--- src/rtl/shift_pkg.sv ---
// Shared select, fill-mode and sequencer-state encodings for the
// multi-step shift register and its one-step datapath.
package shift_pkg;

    typedef enum logic [1:0] {
        SEL_LOAD  = 2'b00,
        SEL_RIGHT = 2'b01,
        SEL_LEFT  = 2'b10,
        SEL_HOLD  = 2'b11
    } sel_t;

    typedef enum logic [1:0] {
        FILL_EXT   = 2'b00,
        FILL_ROT   = 2'b01,
        FILL_ARITH = 2'b10,
        FILL_ZERO  = 2'b11
    } fill_t;

    typedef enum logic {
        IDLE = 1'b0,
        RUN  = 1'b1
    } state_t;

endpackage

--- src/rtl/shift_step.sv ---
// One shift step: next register value and outgoing bit for a given direction
// and fill mode. Bit 0 is the MSB; "right" moves data toward higher indices.
module shift_step
    import shift_pkg::*;
#(
    parameter int WIDTH = 36
) (
    input  logic [0:WIDTH-1] i_q,
    input  logic             i_left,
    input  fill_t            i_fill,
    input  logic             i_fill_l,
    input  logic             i_fill_r,
    output logic [0:WIDTH-1] o_q,
    output logic             o_sout
);

    logic w_fill_bit;

    always_comb begin
        w_fill_bit = 1'b0;
        o_q        = i_q;
        o_sout     = 1'b0;
        if (i_left) begin
            // Arithmetic left shift brings in zero, same as zero fill.
            case (i_fill)
                FILL_EXT: w_fill_bit = i_fill_r;
                FILL_ROT: w_fill_bit = i_q[0];
                default:  w_fill_bit = 1'b0;
            endcase
            o_q    = {i_q[1:WIDTH-1], w_fill_bit};
            o_sout = i_q[0];
        end else begin
            case (i_fill)
                FILL_EXT:   w_fill_bit = i_fill_l;
                FILL_ROT:   w_fill_bit = i_q[WIDTH-1];
                FILL_ARITH: w_fill_bit = i_q[0];
                default:    w_fill_bit = 1'b0;
            endcase
            o_q    = {w_fill_bit, i_q[0:WIDTH-2]};
            o_sout = i_q[WIDTH-1];
        end
    end

endmodule

--- src/rtl/multi_step_shift_register.sv ---
// Universal shift register with per-edge LOAD/SHIFT/HOLD and a START/BUSY/DONE
// sequencer for N-place shifts.  IDLE | SEL acts each edge; RUN | autonomous steps.
module multi_step_shift_register
    import shift_pkg::*;
#(
    parameter int WIDTH = 36,
    parameter int CNT_W = $clog2(WIDTH + 1)
) (
    input  logic             i_clk,
    input  logic             i_reset,
    input  logic [0:WIDTH-1] i_d,
    input  logic [1:0]       i_sel,
    input  logic [1:0]       i_fill,
    input  logic             i_fill_l,
    input  logic             i_fill_r,
    input  logic             i_start,
    input  logic [CNT_W-1:0] i_count,
    output logic [0:WIDTH-1] o_q,
    output logic             o_sout,
    output logic             o_busy,
    output logic             o_done
);

    state_t           r_state;
    logic [0:WIDTH-1] r_q;
    logic             r_sout;
    logic             r_done;
    logic [CNT_W-1:0] r_cnt;
    logic             r_left;
    fill_t            r_fill;

    state_t           w_state_nxt;
    logic [0:WIDTH-1] w_q_nxt;
    logic             w_sout_nxt;
    logic             w_done_nxt;
    logic [CNT_W-1:0] w_cnt_nxt;
    logic             w_left_nxt;
    fill_t            w_fill_nxt;

    sel_t             w_sel;
    fill_t            w_fill_in;
    logic             w_step_left;
    fill_t            w_step_fill;
    logic [0:WIDTH-1] w_step_q;
    logic             w_step_sout;

    assign w_sel     = sel_t'(i_sel);
    assign w_fill_in = fill_t'(i_fill);

    // While running, direction and fill mode come from the latched copies.
    assign w_step_left = (r_state == RUN) ? r_left : (w_sel == SEL_LEFT);
    assign w_step_fill = (r_state == RUN) ? r_fill : w_fill_in;

    shift_step #(
        .WIDTH (WIDTH)
    ) u_step (
        .i_q      (r_q),
        .i_left   (w_step_left),
        .i_fill   (w_step_fill),
        .i_fill_l (i_fill_l),
        .i_fill_r (i_fill_r),
        .o_q      (w_step_q),
        .o_sout   (w_step_sout)
    );

    always_ff @(posedge i_clk) begin
        if (i_reset) begin
            r_state <= IDLE;
            r_q     <= '0;
            r_sout  <= 1'b0;
            r_done  <= 1'b0;
            r_cnt   <= '0;
            r_left  <= 1'b0;
            r_fill  <= FILL_EXT;
        end else begin
            r_state <= w_state_nxt;
            r_q     <= w_q_nxt;
            r_sout  <= w_sout_nxt;
            r_done  <= w_done_nxt;
            r_cnt   <= w_cnt_nxt;
            r_left  <= w_left_nxt;
            r_fill  <= w_fill_nxt;
        end
    end

    always_comb begin
        w_state_nxt = r_state;
        w_q_nxt     = r_q;
        w_sout_nxt  = r_sout;
        w_done_nxt  = 1'b0;
        w_cnt_nxt   = r_cnt;
        w_left_nxt  = r_left;
        w_fill_nxt  = r_fill;

        case (r_state)
            IDLE: begin
                if (i_start && (w_sel == SEL_RIGHT || w_sel == SEL_LEFT)) begin
                    w_state_nxt = RUN;
                    w_cnt_nxt   = i_count;
                    w_left_nxt  = (w_sel == SEL_LEFT);
                    w_fill_nxt  = w_fill_in;
                end else begin
                    case (w_sel)
                        SEL_LOAD: w_q_nxt = i_d;
                        SEL_RIGHT, SEL_LEFT: begin
                            w_q_nxt    = w_step_q;
                            w_sout_nxt = w_step_sout;
                        end
                        default: ;
                    endcase
                end
            end
            RUN: begin
                if (r_cnt != '0) begin
                    w_q_nxt    = w_step_q;
                    w_sout_nxt = w_step_sout;
                    w_cnt_nxt  = r_cnt - CNT_W'(1);
                end
                // Finishing on the last step, or immediately for a zero count.
                if (r_cnt <= CNT_W'(1)) begin
                    w_state_nxt = IDLE;
                    w_done_nxt  = 1'b1;
                end
            end
            default: w_state_nxt = IDLE;
        endcase
    end

    assign o_q    = r_q;
    assign o_sout = r_sout;
    assign o_busy = (r_state == RUN);
    assign o_done = r_done;

endmodule
--- config.mk ---
export PLATFORM = sky130hd
export DESIGN_NAME = multi_step_shift_register
export DESIGN_NICKNAME = d
export VERILOG_FILES = /design/src/rtl/shift_pkg.sv /design/src/rtl/shift_step.sv /design/src/rtl/multi_step_shift_register.sv
export SDC_FILE = /design/constraint.sdc
export NUM_CORES = 1
export LEC_CHECK = 0
export ABC_AREA = 1
export CELL_PAD_IN_SITES_DETAIL_PLACEMENT = 0
export CELL_PAD_IN_SITES_GLOBAL_PLACEMENT = 1
export CORE_MARGIN = 2
export CORE_UTILIZATION = 35
export CTS_BUF_LIST = sky130_fd_sc_hd__clkbuf_4 sky130_fd_sc_hd__clkbuf_8
export DETAILED_ROUTE_END_ITERATION = 10
export HOLD_SLACK_MARGIN = 0.08
export PLACE_DENSITY = 0.94
export SLEW_MARGIN = 30
export SYNTH_ARGS = -nofsm -noshare
export SYNTH_HDL_FRONTEND = slang
export SYNTH_SLANG_ARGS = --single-unit
--- constraint.sdc ---
create_clock -name i_clk -period 3.65 [get_ports i_clk]
set_input_delay 0.73 -clock i_clk [delete_from_list [all_inputs] [get_ports i_clk]]
set_output_delay 0.73 -clock i_clk [all_outputs]
set_load 0.01 [all_outputs]
==> impl_metrics.ini, run 1 <==
[power_and_ir_drop]
power_density_mw_per_mm2 = 471
vdd_ir_drop_max_mv = 0.180
leakagePower_uw = 0.00144

[critical_path]
crit_fanout = 69
crit_family = simple AND/OR/NAND/NOR gates
reg2reg_to = o_q[32]
reg2reg_from = o_busy
required_ns = 3.88
reg2reg_depth = 6
crit_cells = 10
setup.worst_path.end_class = flop
max_stage_delay_ns = 0.60
worst-path-buf-inv = 3
rrSetupSlack_ns = 1.28
cp.arrival_ns = 2.92
critical_path.endpoint = o_q[32]
crit_type = input port to flop
crit_path_start = i_sel[1]
crit_chain = clkdlybuf4s50_1, inv_1, ha_1, nor2_4, inv_2, or2_4, nand2_4, nor2_8, o21ai_0, a21oi_1
cp-start-kind = input port
slowest_stage = nor2_8

[final_layout]
antenna_cells = 0
fin_cells = 577
synthToLayoutAreaGrowth_pct = 36.7
seqCellArea_um2 = 961
drive_above_1_share = 0.0463
fillers = 757
multiInputGateArea_mm2 = 0.00151
final_cell_mix = nand2_1, clkdlybuf4s50_1, a21oi_1, dfxtp_1, o21ai_0
nets = 530
final_common_cell = nand2_1

[timing]
fmax_mhz = 371
finalCriticalPeriod_ns = 2.70
maxSlewHeadroom = 0.461
tns_ns = 0
setup_slack_ns = 0.954
clock_skew_ns = 0.00835
tightest_slew_ns = 0.809
whs_ns = 0.459
setup_violations = 0
rsz0062_at_grt = no
drv_slew = 0
fin_crit_sh = 0.739
hold_violations = 0

[cts]
insertion_delay_ns = 0.30
cts_buffers = 5
postCtsSetupBuffers = 0
cts-root-buf = clkbuf_8
tritoncts = yes
cts.sinks = 48
postCtsHoldBufs = 0
cts_buffer_depth = 2
htreeDepth = 2
clkTransAtPathRegs_ns = 0.09
ctsResizeCount = 0

[synth]
synth.distinct_cells = 28
avgSynthCellArea_um2 = 6.72
synth.net_count = 459
synth_area_leader_cell = dfxtp_1
yosysSeqAreaShare = 0.355
synth_seq_cells = 48
synthCells = 403
syn_area_mm2 = 0.00271
synth.top_cell.area_share = 0.355
yosysWarnings = 0
yosys-top-cells-area = dfxtp_1, nand2_1, a21oi_1, o21ai_0, nand3_1

[placed_design]
post-dp-hpwl_um = 5130
post-place-cells = 569
dp_slack_ns = 0.651
gp_congestion = 0.817
port-buffer-count = 89

[global_route]
grt_pass1_wl_um = 12300
grt_max_degree = 72
met2_usage = 0.295
overflow = 0
met1_usage = 0.228
antenna_found_initial = 0
grt_pass1_vias = 2656
grt_use_met3 = 0.0419
busiest_layer = met2
grt.total_usage = 0.175

[route]
ant_nets = 0
postRouteWirelength_um = 7500
wire_per_inst_um = 13.0
drt-initial-drc-count = 171
drc = 0
drtPass1Iterations = 4
via_per_inst = 5.00
routed-via-count = 2886

[die]
die_h_um = 91.9
rows = 32
die_w_um = 91.9
ioPinCount = 90
initial_utilization = 0.356
core_mm2 = 0.00761
dieArea_mm2 = 0.00845

[status]
status = completed

[worst_hold_path]
min_path_cells = 2
min_path_type = flop to flop

[run]
drv_cap = 0
## cells in the mapped netlist
| cell type | n |
|---|---|
| buf_2 | 7 |
| o21ai_0 | 47 |
| buf_4 | 5 |
| a31oi_1 | 1 |
| o21ai_1 | 36 |
| nand4_1 | 2 |
| nand2_4 | 1 |
| dfxtp_1 | 48 |
| nand3_2 | 1 |
| ha_1 | 5 |
| clkinv_2 | 1 |
| nand3_4 | 1 |
| nand2_2 | 1 |
| nand3_1 | 39 |
| a21oi_1 | 49 |
| or2_4 | 1 |
| nor2_8 | 2 |
| nor2_1 | 8 |
| inv_1 | 16 |
| o221ai_1 | 1 |
| buf_6 | 4 |
| inv_2 | 2 |
| buf_1 | 2 |
| nand2_1 | 109 |
| clkbuf_1 | 10 |
| nor2_4 | 1 |
| nor3_1 | 1 |
| o211ai_1 | 2 |
## worst reg2reg max path, delay by kind of cell, from the launching register on
kind                   cells  cell delay, ns
DFF                        1            0.71
buffers and inverters      1            0.26
AOI/OAI and AO/OA          2            0.39
and+or+nand+nor            3            0.93
## cell families after synthesis
kind of cell,share of synthesized area
compound gates,0.255
fa+ha+maj,0.0231
buf+inv,0.0869
flops,0.355
simple gates,0.280
## power breakdown
group / total (uW) / switching, uW / leakage, uW / internal [uW]
Combinational: 642 / 334 / 0.000985 / 308
Sequential: 704 / 93.0 / 0.000398 / 611
Clock: 398 / 191 / 0.0000548 / 207
## final cells by class
| class | count | share of cell area |
|---|---|---|
| multi-input combinational | 308 | 0.408 |
| inverter | 19 | 0.0196 |
| clock inverter | 3 | 0.0125 |
| clock buffer | 5 | 0.0186 |
| tap | 102 | 0.0345 |
| sequential | 48 | 0.260 |
| timing repair buffer | 92 | 0.247 |
## registers in the layout, summed over array words and instances (netlist names)
signal,flops
o_q,36
r_left,1
r_fill,2
o_sout,1
o_busy,1
r_cnt,6
o_done,1
## worst min path at each step
stage                     slack [ns]  startpoint         to
final                           0.46      r_left     r_left
after global routing            0.50   r_fill[1]  r_fill[1]
after CTS                       0.46      r_left     r_left
after detailed placement        0.45      r_left     r_left
after global placement          0.44   r_fill[1]  r_fill[1]
after floorplan                 0.42      r_left     r_left
## layer usage
metal | share of wire | up-vias | routed length (um)
met4 | 0.0099 | 0 | 74
met5 | 0 | - | 0
li1 | - | 1515 | -
met3 | 0.059 | 6 | 441
met1 | 0.46 | 1292 | 3420
met2 | 0.47 | 73 | 3560
## stage by stage
step / power (uW) / util / instance area [um2]
after floorplan: 1100 / - / 2710
final: 1740 / 0.486 / 3700
after CTS: 1750 / 0.486 / 3700
after global routing: 1860 / 0.486 / 3700
after global placement: 1340 / 0.471 / 3580
after detailed placement: 1360 / 0.471 / 3580
Power figures use the tool's default switching activity.
==> run 2: changes to the inputs <==
--- a/config.mk
+++ b/config.mk
@@ -9,11 +9,11 @@
 export CELL_PAD_IN_SITES_DETAIL_PLACEMENT = 0
 export CELL_PAD_IN_SITES_GLOBAL_PLACEMENT = 1
 export CORE_MARGIN = 2
-export CORE_UTILIZATION = 35
+export CORE_UTILIZATION = 29
 export CTS_BUF_LIST = sky130_fd_sc_hd__clkbuf_4 sky130_fd_sc_hd__clkbuf_8
 export DETAILED_ROUTE_END_ITERATION = 10
 export HOLD_SLACK_MARGIN = 0.08
-export PLACE_DENSITY = 0.94
+export PLACE_DENSITY = 0.84
 export SLEW_MARGIN = 30
 export SYNTH_ARGS = -nofsm -noshare
 export SYNTH_HDL_FRONTEND = slang
==> constraint.sdc (replaced) <==
create_clock -name i_clk -period 2.4 [get_ports i_clk]
set_input_delay 0.48 -clock i_clk [delete_from_list [all_inputs] [get_ports i_clk]]
set_output_delay 0.48 -clock i_clk [all_outputs]
set_load 0.01 [all_outputs]
==> impl_metrics.ini, run 2 (same netlist as run 1, synthesis figures left out) <==
[die]
core_mm2 = 0.00915
dieArea_mm2 = 0.0101
ioPinCount = 90
die_w_um = 101
rows = 35
initial_utilization = 0.296
die_h_um = 101

[timing]
drv_slew = 0
finalCriticalPeriod_ns = 2.32
hold_violations = 0
tns_ns = 0
maxSlewHeadroom = 0.451
clock_skew_ns = 0.0124
rsz0062_at_grt = no
setup_violations = 0
fmax_mhz = 431
tightest_slew_ns = 0.823
fin_crit_sh = 0.968
whs_ns = 0.460

[critical_path]
crit_type = input port to flop
rrSetupSlack_ns = 0.48
crit_family = simple AND/OR/NAND/NOR gates
crit_fanout = 17
cp.arrival_ns = 2.48
cp-start-kind = input port
setup.worst_path.end_class = flop
slowest_stage = nor2_2
crit_chain = clkdlybuf4s50_1, inv_1, ha_1, nor2_4, inv_2, or2_4, nand2_4, nor2_2, a21oi_1
crit_cells = 9
max_stage_delay_ns = 0.64
worst-path-buf-inv = 3
reg2reg_depth = 5
required_ns = 2.56

[route]
wire_per_inst_um = 14.0
postRouteWirelength_um = 8340
drc = 0
drtPass1Iterations = 4
routed-via-count = 2958
ant_nets = 0
drt-initial-drc-count = 179
via_per_inst = 4.97

[global_route]
grt_pass1_wl_um = 13000
grt.total_usage = 0.157
grt_pass1_vias = 2740
antenna_found_initial = 0
grt_max_degree = 72
overflow = 0

[final_layout]
drive_above_1_share = 0.0640
largest_reg_flops = 36
nets = 540
synthToLayoutAreaGrowth_pct = 40.2
fin_cells = 595
final_common_cell = nand2_1
final_util = 0.414
final_cell_mix = nand2_1, clkdlybuf4s50_1, a21oi_1, dfxtp_1, o21ai_0
antenna_cells = 0
finalInstanceArea_mm2 = 0.00379

[cts]
cts_buffers = 5
insertion_delay_ns = 0.31
htreeDepth = 2
cts-root-buf = clkbuf_8
cts_buffer_depth = 2
cts.sinks = 48
tritoncts = yes
clkTransAtPathRegs_ns = 0.09

[power_and_ir_drop]
vdd_ir_drop_max_mv = 0.326
leakagePower_uw = 0.00149
power_density_mw_per_mm2 = 691

[placed_design]
post-dp-hpwl_um = 5450
post-place-cells = 586
gp_congestion = 0.807
port-buffer-count = 89
placed_area_mm2 = 0.00368

[run]
drv_cap = 0

[worst_hold_path]
min_path_cells = 2
min_path_type = flop to flop

[status]
status = completed
==> run 2: per-layer routing <==
layer / vias up / share of wire / track usage
met3: 10 / 0.058 / 0.0381
met2: 87 / 0.46 / 0.253
met4: 0 / 0.016 / 0.0421
met1: 1331 / 0.47 / 0.210
li1: 1530 / - / -
met5: - / 0 / 0
==> run 2: final timing paths <==
path,startpoint,end
setup / recovery,i_sel[1],o_q[16]
hold / removal,r_fill[1],r_fill[1]
setup reg to reg,o_busy,o_q[16]
hold reg to reg,r_fill[1],r_fill[1]
==> run 2: power breakdown <==
group	internal, uW	leakage (uW)	total [uW]	switching (uW)
registers	929	0.000398	1070	139
logic	497	0.00104	1040	544
clock network	231	0.0000473	515	284
total	1660	0.00149	2620	967
==> run 2: layout make-up <==
cell class	instances	area [um2]
fillers	972	5360
multi-input cells	310	1530
repair buffers	100	1000
flip-flops and latches	48	961
well taps	111	139
clock buffers	6	82.6
inverters	19	72.6
clock inverters	1	8.76
==> run 2: per-stage QoR <==
| step | total power [uW] | setup slack (ns) |
|---|---|---|
| 3_3_place_gp | 2080 | -0.209 |
| 6_report | 2620 | 0.0771 |
| 5_1_grt | 2810 | 0.00400 |
| 4_1_cts | 2630 | 0.0495 |
| 3_5_place_dp | 2100 | -0.266 |
| 2_1_floorplan | 1670 | 0.517 |
==> run 2: repair_timing <==
action | in CTS | in global routing
gates resized for setup | 0 | 1
hold buffers | 0 | 0
setup buffers | 0 | 0
setup endpoints to repair | 0 | 35
==> run 2: worst min-delay path, stage by stage, from the launching register on <==
cell     delay (ns)
dfxtp_1        0.30
inv_1          0.06
a21oi_1        0.06
==> run 3: changes to the inputs <==
--- a/config.mk
+++ b/config.mk
@@ -14,6 +14,7 @@
 export DETAILED_ROUTE_END_ITERATION = 10
 export HOLD_SLACK_MARGIN = 0.08
 export PLACE_DENSITY = 0.84
+export RECOVER_POWER = 25
 export SLEW_MARGIN = 30
 export SYNTH_ARGS = -nofsm -noshare
 export SYNTH_HDL_FRONTEND = slang
==> impl_metrics.ini, run 3 (same netlist as run 1, synthesis figures left out) <==
[timing]
fin_crit_sh = 0.964
hold_violations = 0
rsz0062_at_grt = no
fmax_mhz = 432
finalCriticalPeriod_ns = 2.31
setup_violations = 0
setup_slack_ns = 0.0869
tightest_slew_ns = 0.826
clock_skew_ns = 0.0117
drv_slew = 0
maxSlewHeadroom = 0.449

[die]
dieArea_mm2 = 0.0101
core_mm2 = 0.00915
initial_utilization = 0.296
die_w_um = 101
rows = 35
die_h_um = 101
ioPinCount = 90

[status]
status = completed

[global_route]
overflow = 0
grt.total_usage = 0.157
grt_max_degree = 72
grt_pass1_wl_um = 13000
grt_pass1_vias = 2740
antenna_found_initial = 0

[critical_path]
slowest_stage = nor2_2
setup.worst_path.end_class = flop
crit_type = input port to flop
crit_chain = clkdlybuf4s50_1, inv_1, ha_1, nor2_4, inv_2, or2_4, nand2_4, nor2_2, a21oi_1
cp.arrival_ns = 2.47
worst-path-buf-inv = 3
required_ns = 2.56
cp-start-kind = input port
crit_family = simple AND/OR/NAND/NOR gates
max_stage_delay_ns = 0.65
crit_fanout = 17

[final_layout]
seqCellArea_um2 = 961
final_cell_mix = nand2_1, clkdlybuf4s50_1, a21oi_1, dfxtp_1, o21ai_0
antenna_cells = 0
nets = 540
drive_above_1_share = 0.0599
fillers = 975
final_common_cell = nand2_1
multiInputGateArea_mm2 = 0.00152
synthToLayoutAreaGrowth_pct = 39.9
fin_cells = 595
final_util = 0.414
largest_reg_flops = 36

[route]
drt-initial-drc-count = 176
dr.max_layer_used = met4
postRouteWirelength_um = 8290
routed-via-count = 2949
wl_met3_um = 444
via_per_inst = 4.96
wl_met1_um = 3900
ant_nets = 0
routed-wl-met2_um = 3810
drc = 0
drtPass1Iterations = 4
wire_per_inst_um = 13.9

[cts]
cts-root-buf = clkbuf_8
cts_buffers = 5
insertion_delay_ns = 0.31
htreeDepth = 2
cts.sinks = 48
clkTransAtPathRegs_ns = 0.09
tritoncts = yes
postCtsHoldBufs = 0
cts_buffer_depth = 2

[power_and_ir_drop]
leakagePower_uw = 0.00152
finalPower_uw = 2600
power_density_mw_per_mm2 = 687
vdd_ir_drop_max_mv = 0.326

[placed_design]
port-buffer-count = 89
dp_slack_ns = -0.266
post-place-cells = 586
gp_congestion = 0.807
post-dp-hpwl_um = 5450

[run]
drv_cap = 0

[worst_hold_path]
min_path_type = flop to flop
==> run 3: cell count changes in the layout (fill, tap and decap cells not counted) <==
| cell | previous run | this run |
|---|---|---|
| nand3_1 | 39 | 40 |
| buf_4 | 8 | 7 |
| clkdlybuf4s50_1 | 89 | 74 |
| nand3_2 | 1 | 0 |
| clkbuf_1 | 0 | 1 |
| dlygate4sd3_1 | 0 | 15 |
==> run 3: layout make-up <==
| type | instances | area share |
|---|---|---|
| Timing Repair Buffer | 100 | 0.264 |
| Multi-Input combinational cell | 310 | 0.402 |
| Clock inverter | 1 | 0.00231 |
| Inverter | 19 | 0.0192 |
| Clock buffer | 6 | 0.0218 |
| Tap cell | 111 | 0.0367 |
| Sequential cell | 48 | 0.254 |
==> run 3: worst paths after layout <==
path | slack [ns] | cells past startpoint | startpoint | end
worst max-delay path | 0.09 | 9 | i_sel[1] | o_q[16]
worst min-delay path | 0.46 | 2 | r_fill[1] | r_fill[1]
worst max register to register | 0.43 | 5 | o_busy | o_q[16]
worst min register to register | 0.46 | 2 | r_fill[1] | r_fill[1]
==> run 3: repair_timing <==
action / 4_1_cts / 5_1_grt
setup buffers: 0 / 0
resized for setup: 0 / 1
setup endpoints to repair: 0 / 35
==> run 3: stage by stage <==
step / hold WS (ns) / TNS (ns) / area [um2]
after floorplan: 0.424 / 0 / 2710
after global placement: 0.434 / -6.49 / 3680
after detailed placement: 0.452 / -7.92 / 3680
after CTS: 0.465 / 0 / 3770
after global routing: 0.482 / 0 / 3780
final: 0.461 / 0 / 3780
==> run 3: tightest hold or removal path, delay by kind of cell, from the launching register on <==
family	cells	cell delay [ns]
compound gates	1	0.06
buf+inv	1	0.06
flops	1	0.30
==> run 3: where the power goes <==
| group | leakage [uW] | switching [uW] | total, uW | internal (uW) |
|---|---|---|---|---|
| Clock | 0.0000473 | 281 | 512 | 230 |
| Combinational | 0.00107 | 544 | 1020 | 479 |
| Sequential | 0.000398 | 137 | 1070 | 929 |
| Total | 0.00152 | 962 | 2600 | 1640 |
==> run 3: per-layer routing <==
| metal | global-route usage | vias to the layer above |
|---|---|---|
| li1 | - | 1535 |
| met2 | 0.253 | 75 |
| met1 | 0.210 | 1329 |
| met5 | 0 | - |
| met3 | 0.0381 | 10 |
| met4 | 0.0421 | 0 |
